==> src/rtl/dp_pkg.sv <==
// -----------------------------------------------------------------------------
// dp_pkg
// Shared definitions for the parametrised datapath:
//   - ALU operation encodings (alu_op_e)
//   - default widths used as parameter defaults by the top level
//   - instruction field offsets, derived from the operand width
//   - register-index width helper
// Instruction layout, MSB first: Opcode | Source1 | Source2 | Dest
// -----------------------------------------------------------------------------
package dp_pkg;

  typedef enum logic [1:0] {
    ALU_PASS = 2'd0,
    ALU_ADD  = 2'd1,
    ALU_SUB  = 2'd2,
    ALU_MUL  = 2'd3
  } alu_op_e;

  localparam int DEF_DATA_WIDTH   = 16;
  localparam int DEF_ADDR_WIDTH   = 8;
  localparam int DEF_OPCODE_WIDTH = 4;
  localparam int DEF_NUM_REGS     = 16;

  // Dest occupies the least significant operand field.
  localparam int DEST_LSB = 0;

  function automatic int src2_lsb(input int addr_width);
    return addr_width;
  endfunction

  function automatic int src1_lsb(input int addr_width);
    return 2 * addr_width;
  endfunction

  function automatic int opcode_lsb(input int addr_width);
    return 3 * addr_width;
  endfunction

  // A single-entry register file still needs a one-bit index vector.
  function automatic int reg_idx_width(input int num_regs);
    return (num_regs > 1) ? $clog2(num_regs) : 1;
  endfunction

endpackage

==> src/rtl/alu_seq.sv <==
// -----------------------------------------------------------------------------
// alu_seq
// Sequential ALU: PASS/ADD/SUB complete at the edge that samples i_start;
// MUL is a shift-add multiplier retiring one multiplier bit per edge for
// DATA_WIDTH edges. The result register and Z/N/V flags change only when an
// operation completes; o_done pulses for the cycle after completion.
//
// Ports:
//   Clk       in   clock, rising edge
//   Rst       in   synchronous active-high reset (aborts a multiply silently)
//   i_start   in   start request, ignored while o_busy
//   i_op      in   operation, sampled only with i_start
//   i_src1/2  in   operands (current register-file read ports)
//   o_result  out  last completed result
//   o_busy    out  multiply in progress
//   o_done    out  one-cycle completion pulse
//   o_z/n/v   out  zero / negative / signed-overflow flags
// -----------------------------------------------------------------------------
module alu_seq
  import dp_pkg::*;
#(
  parameter int DATA_WIDTH = DEF_DATA_WIDTH
) (
  input  logic                  Clk,
  input  logic                  Rst,
  input  logic                  i_start,
  input  alu_op_e               i_op,
  input  logic [DATA_WIDTH-1:0] i_src1,
  input  logic [DATA_WIDTH-1:0] i_src2,
  output logic [DATA_WIDTH-1:0] o_result,
  output logic                  o_busy,
  output logic                  o_done,
  output logic                  o_z,
  output logic                  o_n,
  output logic                  o_v
);

  localparam int CNT_W = (DATA_WIDTH > 1) ? $clog2(DATA_WIDTH) : 1;
  localparam logic [CNT_W-1:0] CNT_LAST = CNT_W'(DATA_WIDTH - 1);

  typedef enum logic {
    S_IDLE = 1'b0,
    S_MUL  = 1'b1
  } state_e;

  state_e r_state;
  state_e w_state_next;

  logic [DATA_WIDTH-1:0] r_result;
  logic                  r_done;
  logic                  r_z;
  logic                  r_n;
  logic                  r_v;
  logic [DATA_WIDTH-1:0] r_mcand;
  logic [DATA_WIDTH-1:0] r_mplier;
  logic [DATA_WIDTH-1:0] r_acc;
  logic [CNT_W-1:0]      r_cnt;

  logic                  w_accept;
  logic                  w_mul_last;
  logic [DATA_WIDTH-1:0] w_acc_next;
  logic [DATA_WIDTH-1:0] w_sum;
  logic [DATA_WIDTH-1:0] w_diff;
  logic                  w_fin_valid;
  logic [DATA_WIDTH-1:0] w_fin_result;
  logic                  w_fin_v;

  assign w_accept   = i_start && (r_state == S_IDLE);
  assign w_mul_last = (r_state == S_MUL) && (r_cnt == CNT_LAST);
  assign w_acc_next = r_acc + (r_mplier[0] ? r_mcand : '0);
  assign w_sum      = i_src1 + i_src2;
  assign w_diff     = i_src1 - i_src2;

  // Next-state logic for the multiplier sequencer.
  always_comb begin
    // NOTE: every always_comb output gets a default first, so no path can
    // leave it unassigned and infer a latch.
    w_state_next = r_state;
    unique case (r_state)
      S_IDLE: if (w_accept && (i_op == ALU_MUL)) w_state_next = S_MUL;
      S_MUL:  if (w_mul_last) w_state_next = S_IDLE;
      default: w_state_next = S_IDLE;
    endcase
  end

  always_ff @(posedge Clk) begin
    // NOTE: sequential state uses non-blocking assignments so every register
    // samples pre-edge values regardless of statement order.
    if (Rst) r_state <= S_IDLE;
    else     r_state <= w_state_next;
  end

  // Completion: either a single-cycle op accepted now, or the final
  // multiply step. Overflow: operands agree in sign (ADD) or differ (SUB)
  // and the result sign differs from src1.
  always_comb begin
    w_fin_valid  = 1'b0;
    w_fin_result = '0;
    w_fin_v      = 1'b0;
    if (w_accept) begin
      unique case (i_op)
        ALU_PASS: begin
          w_fin_valid  = 1'b1;
          w_fin_result = i_src1;
        end
        ALU_ADD: begin
          w_fin_valid  = 1'b1;
          w_fin_result = w_sum;
          w_fin_v      = (i_src1[DATA_WIDTH-1] == i_src2[DATA_WIDTH-1]) &&
                         (w_sum[DATA_WIDTH-1] != i_src1[DATA_WIDTH-1]);
        end
        ALU_SUB: begin
          w_fin_valid  = 1'b1;
          w_fin_result = w_diff;
          w_fin_v      = (i_src1[DATA_WIDTH-1] != i_src2[DATA_WIDTH-1]) &&
                         (w_diff[DATA_WIDTH-1] != i_src1[DATA_WIDTH-1]);
        end
        default: ;  // ALU_MUL completes later through w_mul_last
      endcase
    end else if (w_mul_last) begin
      w_fin_valid  = 1'b1;
      w_fin_result = w_acc_next;
    end
  end

  always_ff @(posedge Clk) begin
    if (Rst) begin
      r_result <= '0;
      r_done   <= 1'b0;
      r_z      <= 1'b0;
      r_n      <= 1'b0;
      r_v      <= 1'b0;
      r_mcand  <= '0;
      r_mplier <= '0;
      r_acc    <= '0;
      r_cnt    <= '0;
    end else begin
      r_done <= w_fin_valid;
      if (w_fin_valid) begin
        r_result <= w_fin_result;
        r_z      <= (w_fin_result == '0);
        r_n      <= w_fin_result[DATA_WIDTH-1];
        r_v      <= w_fin_v;
      end
      // Operands are private copies, so register writes during a multiply
      // cannot disturb it. Only the low DATA_WIDTH product bits are kept.
      if (w_accept && (i_op == ALU_MUL)) begin
        r_mcand  <= i_src1;
        r_mplier <= i_src2;
        r_acc    <= '0;
        r_cnt    <= '0;
      end else if (r_state == S_MUL) begin
        r_acc    <= w_acc_next;
        r_mcand  <= r_mcand << 1;
        r_mplier <= r_mplier >> 1;
        r_cnt    <= r_cnt + CNT_W'(1);
      end
    end
  end

  assign o_result = r_result;
  assign o_busy   = (r_state == S_MUL);
  assign o_done   = r_done;
  assign o_z      = r_z;
  assign o_n      = r_n;
  assign o_v      = r_v;

endmodule

==> src/rtl/datapath_param.sv <==
// -----------------------------------------------------------------------------
// datapath_param
// Parametrised processor datapath: instruction register, program counter,
// register file (two combinational read ports, one write port), register
// write-data and memory-address steering, and the sequential ALU (alu_seq).
//
// Ports:
//   Clk, Rst              clock; synchronous active-high reset
//   PC_Clr/Load/Cond/Inc  PC control (Clr > Load > Inc; Cond gates Load on Z)
//   IR_Load               latch Ram_Inst_Out into IR
//   Reg_Load              write register[Dest]
//   Alu_Op, Alu_Start     ALU operation and start strobe
//   Ram_Data_Read, Load_I register write source select (Load_I wins)
//   Load_M                Ram_Addr = Source1 instead of PC
//   Ram_Inst_Out/Data_Out instruction / data from memory
//   Opcode                IR opcode field
//   Ram_Addr, Ram_Data_In memory address, store data (= register[Source2])
//   Alu_Busy, Alu_Done    multiply in progress; completion pulse
//   Z_Flag, N_Flag, V_Flag ALU status flags
// -----------------------------------------------------------------------------
module datapath_param
  import dp_pkg::*;
#(
  parameter int DATA_WIDTH   = DEF_DATA_WIDTH,
  parameter int ADDR_WIDTH   = DEF_ADDR_WIDTH,
  parameter int OPCODE_WIDTH = DEF_OPCODE_WIDTH,
  parameter int NUM_REGS     = DEF_NUM_REGS,
  parameter int INST_WIDTH   = OPCODE_WIDTH + 3 * ADDR_WIDTH
) (
  input  logic                    Clk,
  input  logic                    Rst,
  input  logic                    PC_Clr,
  input  logic                    PC_Load,
  input  logic                    PC_Cond,
  input  logic                    PC_Inc,
  input  logic                    IR_Load,
  input  logic                    Reg_Load,
  input  logic [1:0]              Alu_Op,
  input  logic                    Alu_Start,
  input  logic                    Ram_Data_Read,
  input  logic                    Load_M,
  input  logic                    Load_I,
  input  logic [INST_WIDTH-1:0]   Ram_Inst_Out,
  input  logic [DATA_WIDTH-1:0]   Ram_Data_Out,
  output logic [OPCODE_WIDTH-1:0] Opcode,
  output logic [ADDR_WIDTH-1:0]   Ram_Addr,
  output logic [DATA_WIDTH-1:0]   Ram_Data_In,
  output logic                    Alu_Busy,
  output logic                    Alu_Done,
  output logic                    Z_Flag,
  output logic                    N_Flag,
  output logic                    V_Flag
);

  localparam int RIW      = reg_idx_width(NUM_REGS);
  localparam int SRC2_LSB = src2_lsb(ADDR_WIDTH);
  localparam int SRC1_LSB = src1_lsb(ADDR_WIDTH);
  localparam int OPC_LSB  = opcode_lsb(ADDR_WIDTH);

  logic [INST_WIDTH-1:0] r_ir;
  logic [ADDR_WIDTH-1:0] r_pc;
  logic [DATA_WIDTH-1:0] r_regs [NUM_REGS];

  logic [ADDR_WIDTH-1:0] w_src1_field;
  logic [ADDR_WIDTH-1:0] w_src2_field;
  logic [ADDR_WIDTH-1:0] w_dest_field;
  logic [RIW-1:0]        w_src1_idx;
  logic [RIW-1:0]        w_src2_idx;
  logic [RIW-1:0]        w_dest_idx;
  logic [DATA_WIDTH-1:0] w_rd1;
  logic [DATA_WIDTH-1:0] w_rd2;
  logic [DATA_WIDTH-1:0] w_wr_data;
  logic [DATA_WIDTH-1:0] w_alu_result;
  logic                  w_z;
  logic                  w_unused_src2_hi;

  assign w_src1_field = r_ir[SRC1_LSB +: ADDR_WIDTH];
  assign w_src2_field = r_ir[SRC2_LSB +: ADDR_WIDTH];
  assign w_dest_field = r_ir[DEST_LSB +: ADDR_WIDTH];
  assign w_src1_idx   = w_src1_field[RIW-1:0];
  assign w_src2_idx   = w_src2_field[RIW-1:0];
  assign w_dest_idx   = w_dest_field[RIW-1:0];
  // Source2 only ever selects a register; its upper bits carry no meaning.
  assign w_unused_src2_hi = ^w_src2_field;

  always_ff @(posedge Clk) begin
    if (Rst)          r_ir <= '0;
    else if (IR_Load) r_ir <= Ram_Inst_Out;
  end

  // A conditional load that fails still claims the cycle, so PC_Inc is
  // ignored rather than falling through.
  always_ff @(posedge Clk) begin
    if (Rst)         r_pc <= '0;
    else if (PC_Clr) r_pc <= '0;
    else if (PC_Load) begin
      if (!PC_Cond || w_z) r_pc <= w_dest_field;
    end
    else if (PC_Inc) r_pc <= r_pc + ADDR_WIDTH'(1);
  end

  assign w_wr_data = Load_I        ? DATA_WIDTH'(w_src1_field) :
                     Ram_Data_Read ? Ram_Data_Out              :
                                     w_alu_result;

  always_ff @(posedge Clk) begin
    // NOTE: the register file must read as zero after reset, so it is built
    // from resettable flops rather than left to a RAM macro.
    if (Rst) begin
      for (int i = 0; i < NUM_REGS; i++) r_regs[i] <= '0;
    end else if (Reg_Load) begin
      r_regs[w_dest_idx] <= w_wr_data;
    end
  end

  // Read ports see only the registered contents: no write bypass.
  assign w_rd1 = r_regs[w_src1_idx];
  assign w_rd2 = r_regs[w_src2_idx];

  alu_seq #(
    .DATA_WIDTH (DATA_WIDTH)
  ) u_alu (
    .Clk      (Clk),
    .Rst      (Rst),
    .i_start  (Alu_Start),
    .i_op     (alu_op_e'(Alu_Op)),
    .i_src1   (w_rd1),
    .i_src2   (w_rd2),
    .o_result (w_alu_result),
    .o_busy   (Alu_Busy),
    .o_done   (Alu_Done),
    .o_z      (w_z),
    .o_n      (N_Flag),
    .o_v      (V_Flag)
  );

  assign Z_Flag      = w_z;
  assign Opcode      = r_ir[OPC_LSB +: OPCODE_WIDTH];
  assign Ram_Addr    = Load_M ? w_src1_field : r_pc;
  assign Ram_Data_In = w_rd2;

endmodule

==> config.mk <==
export PLATFORM = sky130hd
export DESIGN_NAME = datapath_param
export DESIGN_NICKNAME = d
export VERILOG_FILES = /design/src/rtl/dp_pkg.sv /design/src/rtl/alu_seq.sv /design/src/rtl/datapath_param.sv
export SDC_FILE = /design/constraint.sdc
export NUM_CORES = 1
export LEC_CHECK = 0
export ABC_AREA = 1
export BUFFER_PORTS_ARGS = -buffer_cell sky130_fd_sc_hd__buf_2
export CAP_MARGIN = 20
export CORE_MARGIN = 10
export CORE_UTILIZATION = 54
export DETAILED_ROUTE_END_ITERATION = 8
export PLACE_DENSITY = 0.71
export SYNTH_ARGS = -nofsm -noshare
export SYNTH_HDL_FRONTEND = slang
export SYNTH_HIERARCHICAL = 1
export SYNTH_SLANG_ARGS = --single-unit
==> constraint.sdc <==
create_clock -name Clk -period 3.7 [get_ports Clk]
set_input_delay 0.555 -clock Clk [delete_from_list [all_inputs] [get_ports Clk]]
set_output_delay 0.555 -clock Clk [all_outputs]
set_load 0.005 [all_outputs]
# ---- After elaboration in Yosys (flattened, before gate mapping)
# Memory sizes are Yosys's and may differ from the RTL's. A register that Yosys moved wholly into a read port is not among the register bits.
# Index checks and enable logic that the tools add are counted.
dict set report op_classes {
  n_addsub 5
  multipliers 0
  div_mod_pow 0
  n_lt_le_gt_ge 0
  n_eq_ne 9
  shift 0
  muxes 34
  bitwise_logic 1
  reduce_logical 16
}
# cell count
set op_table {}
lappend op_table {{16-bit two-way mux} 10}
lappend op_table {{16-bit one-hot mux with 3 select lines} 1}
lappend op_table {{16-bit adder} 2}
lappend op_table {{8-bit two-way mux} 4}
lappend op_table {{4-bit two-way mux} 5}
lappend op_table {{16-bit zero test} 1}
lappend op_table {{16-bit OR reduction} 1}
lappend op_table {{16-bit subtractor} 1}
lappend op_table {{1-bit two-way mux} 12}
lappend op_table {{8-bit by 1-bit adder with 8-bit output (second input constant)} 1}
lappend op_table {{1-bit logical AND} 5}
lappend op_table {{4-bit by 1-bit adder with 4-bit output (second input constant)} 1}
lappend op_table {{2-bit equality test (second input constant)} 2}
lappend op_table {{4-bit equality test (second input constant)} 1}
lappend op_table {{1-bit one-hot mux with 2 select lines} 2}
lappend op_table {{2-bit nonzero test} 2}
lappend op_table {{2-bit OR reduction} 2}
lappend op_table {{1-bit inequality test} 3}
lappend op_table {{3-bit OR reduction} 1}
lappend op_table {{2-bit by 1-bit equality test with 1-bit output (second input constant)} 1}
lappend op_table {{2-bit zero test} 1}
lappend op_table {{2-bit by 1-bit inequality test with 1-bit output (second input constant)} 1}
lappend op_table {{2-bit AND reduction} 1}
lappend op_table {{1-bit equality test} 1}
lappend op_table {{other kinds (3)} 3}
dict set report word_totals {
  ff_bits 109
  latchBits 0
  ramBits 256
  mem_bits_ro 0
  out_inout_bits 33
  wordCells 78
  n_memories 1
}
# memory words word_bits read_ports rd_clocked_by_memory_dff write_ports line_no
set mem_list {}
lappend mem_list {r_regs 16 16 2 2 16 datapath_param.sv:62} ;# logic [DATA_WIDTH-1:0] r_regs [NUM_REGS];

# ---- Depth between registers and ports, before layout
dict set report depth {
  depth_word 5
  mapped_depth 28
  depth_no_buf 25
}

# ---- Hierarchy
# The synthesis kept the hierarchy.
# mod instances cells_each area_per_inst_um2
set by_module_without_submodules {}
lappend by_module_without_submodules {datapath_param 1 1838 15763.9}
lappend by_module_without_submodules {alu_seq 1 1042 6258.5}

# ---- Worst setup path before layout
# OpenSTA, ideal clock, no wires.
dict set report synth_path {
  path_type {flip-flop to flip-flop}
  from {register with a tool-made name}
  to {register u_alu.r_z (netlist: u_alu/o_z)}
  setup_ps 67
  t_arrival_ps 2960
  required_time_ps 3633
  path_slack_ps 673
  path_stages_with_launch 23
  path_buffers 2
  period_less_slack_ps 3027
  path_cell_list {dfxtp_1 > clkbuf_1 > clkbuf_1 > o211ai_1 > nand3_1 > nand3_1 > nand2_1 > ha_1 > inv_1 > fa_1 > inv_1 > nand3_1 > nand3_1 > nand2_1 > nand2_1 > nand2_1 > nand3_1 > nand3_1 > a21oi_1 > nand2_1 > nor2_1 > nand3_1 > a21oi_2}
}
# item line_no
set synth_rtl {}
lappend synth_rtl {{to (signal assigned)} alu_seq.sv:141} ;# r_z <= (w_fin_result == '0);
lappend synth_rtl {{to (decl)} alu_seq.sv:51} ;# logic r_z;

==> impl_results.md <==
* Status: finished, final reports clean
* Final setup margin at 192 ps
* CTS Buf Count at 42
* Count leader, synth: nand2_1
* H-tree levels at 2
* Critical Path Start Type: flop
* Fillers at 3,491
* Critical path arrival at 4050 ps
* CTS tree: done
* Top cells by area, synth: edfxtp_1, dfxtp_1, nand2_1
* Final setup viols at 0
* Root Buffer: clkbuf_16
* DR WL/cell at 20.4 um
* Reg2reg end: u_alu/o_z$_SDFFE_PP0P_
* Mapped Cells at 2,880
* Worst Setup EP: u_alu/o_z$_SDFFE_PP0P_
* Post-layout util at 63.4%
* Largest family of logic cells by synthesized area: simple AND/OR/NAND/NOR gates
* Tot Pwr at 12.0 mW
* Reg clk slew, reported paths at 60 ps
* Worst hold slack at 172 ps
* Share of layout cells above drive strength 1 at 14.1%
* Die width at 222 um
* N_diodes at 0
* Hold Violations, Final at 0
* Max-Cap Viols at 0
* Vias at 21,050
* Simple logic cell fraction of the synthesized area at 25.3%
* # port buffers at 86
* Multi-input logic area at 10,200 sq um
* GRT busiest layer: met2
* Area of the die at 49,300 sq um
* CP required at 4240 ps
* P per Cell Area at 473 nW/um^2
* Met2 Track Usage GR at 45.5%
* GPL Wtd Cong at 0.947
* FMAX at 285 MHz
* Synth top cells by count: nand2_1, nor2_1, nand3_1, inv_1, edfxtp_1
* Final period util at 94.8%
* Grt met1 use at 34.0%
* Min Tclk post-route at 3510 ps
* EDFF count, synth at 256
* Rows at 73
* Initial DRT Pass Iterations at 6
* Syn avg cell area at 7.65 sq um
* Crit Path Max Fanout at 32
* DRC at 0
* Post-synth top area cell: edfxtp_1
* 1st-iter DRT viols at 2,632
* Vias per cell at 5.99
* Synth warn at 6
* Vias in the first global route at 19,987
* Setup TNS at 0 ps
* Crit. End Element: flop
* Worst-margin pin slew at 1060 ps
* Max incr delay on CP at 400 ps
* Die H at 222 um
* All-Layer GR Usage at 27.3%
* VDD IR max at 0.000355 V
* Initial core utilization at 55.0%
* Cell Area, Synth at 22,000 sq um
* Power share of the combinational group at 25.8%
* Sequential cell area at 9950 sq um
* Synth unique cells at 44
* Routed WL at 71,700 um
* Setup WS pre-CTS at -50.8 ps
* Switch share at 32.5%
* R2R depth at 21
* Asr flop ratio synth at 0%
* Core area at 40,000 sq um
* R2r setup slk at 190 ps
* Slew Limit Fails at 0
* Critical-path cell list: buf_12 > buf_16 > a21oi_1 > o21ai_0 > nand3_1 > nand3_1 > nand2_1 > buf_4 > ha_1 > nand2_1 > nand2_1 > a21oi_2 > nand4_1 > nand3_1 > nand3_1 > a21oi_1 > buf_4 > nand2_1 > nor2_1 > nand3_1 > a21oi_2
* Seq pwr share at 39.2%
* Final ANT Viol Nets at 0
* Area growth syn-to-layout at 15.1%
* Xor and xnor area share after synthesis at 0.557%
* Mux cell area share after synthesis at 0.199%
* Synth Net Count at 2,994
* Fin Clk Skew at 54.6 ps
* Worst Setup Path Type: flop to flop
* Grt ovf at 0
* Slowest cell on the critical path: dfxtp_4
* Routing usage on met3 at 3.98%
* Fin nets at 3,072
* I/O pins at 91
* Yosys reg bits at 368
* Pint at 8.09 mW
* First-pass GRT wire length at 109,000 um
* Path category of the worst min-delay check: input pin to flop
* Synth Area in Compound Gates at 15.8%
* Seq/Total Area, Yosys at 45.1%
* Most frequent CP cell: nand3_1
* Clk buf depth at 3
* HPWL Detailed at 49,400 um
* Clk_lat worst skew at 610 ps
* Initial antenna violation count at 0
* Clk pwr share at 35.0%
* Clock Sinks at 368
* Share of the synthesized area in the top cell type at 34.9%
* Predominant post-synthesis flop cell: edfxtp_1
* Leak Pwr at 10.6 nW
* Largest net degree at the start of global routing at 77
* Slew headroom at 29.0%
* Post-synthesis adder-cell area fraction at 3.28%
* Switching pwr at 3.89 mW
[power by group through the flow]
stage / logic (mW) / registers, mW / clock network [mW]
2_1_floorplan: 1.75 / 4.73 / 0
3_3_place_gp: 2.75 / 4.77 / 0
3_5_place_dp: 2.80 / 4.78 / 0
4_1_cts: 2.82 / 4.69 / 4.21
5_1_grt: 3.38 / 4.71 / 4.39
6_report: 3.10 / 4.69 / 4.19
[worst min-delay path by stage]
stage | from | endpoint | slack (ps) | cells after the start
after global placement | r_ir[7]$_SDFFE_PP0P_ | r_ir[7]$_SDFFE_PP0P_ | 450 | 2
after global routing | Ram_Inst_Out[27] | r_ir[27]$_SDFFE_PP0P_ | 180 | 3
after detailed placement | r_ir[6]$_SDFFE_PP0P_ | r_ir[6]$_SDFFE_PP0P_ | 450 | 2
after floorplan | r_ir[6]$_SDFFE_PP0P_ | r_ir[6]$_SDFFE_PP0P_ | 430 | 2
final | Ram_Inst_Out[5] | r_ir[5]$_SDFFE_PP0P_ | 170 | 3
after CTS | Ram_Inst_Out[22] | r_ir[22]$_SDFFE_PP0P_ | 150 | 3
[flip-flops by register name (all words and copies together), names as in the netlist, named ones only]
register        flops
u_alu/r_cnt         4
u_alu/r_acc        16
r_pc                8
u_alu/o_z           1
u_alu/o_result     16
u_alu/r_mplier     16
u_alu/o_done        1
u_alu/o_busy        1
u_alu/r_mcand      16
u_alu/o_v           1
r_ir               24
r_regs            256
[metal layers]
layer / share of wire (%) / up-vias
met5: 0 / -
met4: 4.8 / 0
met3: 8.4 / 207
met1: 39 / 9981
li1: - / 9807
met2: 48 / 1055
[critical path, delay by kind of cell, from the launching register on]
kind	cells	cell delay, ps
buffers and inverters	4	820
adders and majority gates	1	210
DFF	1	400
AOI/OAI and AO/OA	5	710
and+or+nand+nor	11	1280
[per-stage QoR]
step           std cells  instance area (sq um)
6_report            3517                  25300
5_1_grt             3517                  25300
4_1_cts             3503                  24800
3_5_place_dp        3424                  23400
3_3_place_gp        3424                  23400
2_1_floorplan       2880                  22000
[cell families (layout without fill, tap and decap cells)]
logic type,after synthesis,after routing
AO/OA/AOI/OAI,593,593
XOR/XNOR,14,14
buffers and inverters,517,629
adder cells (fa/ha/maj),56,56
AND/OR/NAND/NOR,1328,1328
flip-flops,368,368
multiplexers,4,4
[placed cells by master, fill, tap and decap left out, types with 4 or more instances in the layout]
cell and n:
nand2_1 550, nor2_1 394, inv_1 306, nand3_1 297
edfxtp_1 256, a21oi_1 187, o21ai_0 186, o211ai_1 138
buf_4 122, dfxtp_1 107, buf_2 86, clkbuf_16 47
ha_1 40, nand2_2 32, a31oi_1 27, nand3_2 14
buf_12 14, o21bai_1 12, xor2_1 11, o21ai_2 10
clkbuf_1 10, nor2_2 10, o21ai_1 9, a21oi_2 9
nand4_1 9, clkinv_2 8, clkbuf_8 8, o2111ai_1 8
ha_4 8, nor3_1 6, inv_2 5, buf_6 5
ha_2 5, nor3_4 4, dfxtp_4 4, buf_16 4
[repair_timing]
action                                  in CTS  in global routing
pin swaps                                    0                  6
hold buffers                                 0                  0
cloned                                       0                  4
gates resized for setup                      0                 84
endpoints found under the setup margin       4                 13
buffers inserted                             1                 10
[area by class of cell]
cell class,instances,area share (%)
Multi-Input combinational cell,1995,40.4
Sequential cell,368,39.2
Timing Repair Buffer,237,7.56
Clock buffer,61,4.83
Inverter,314,4.69
Tap cell,525,2.59
Clock inverter,17,0.691
Note: power is estimated with default switching activity, not from simulation.
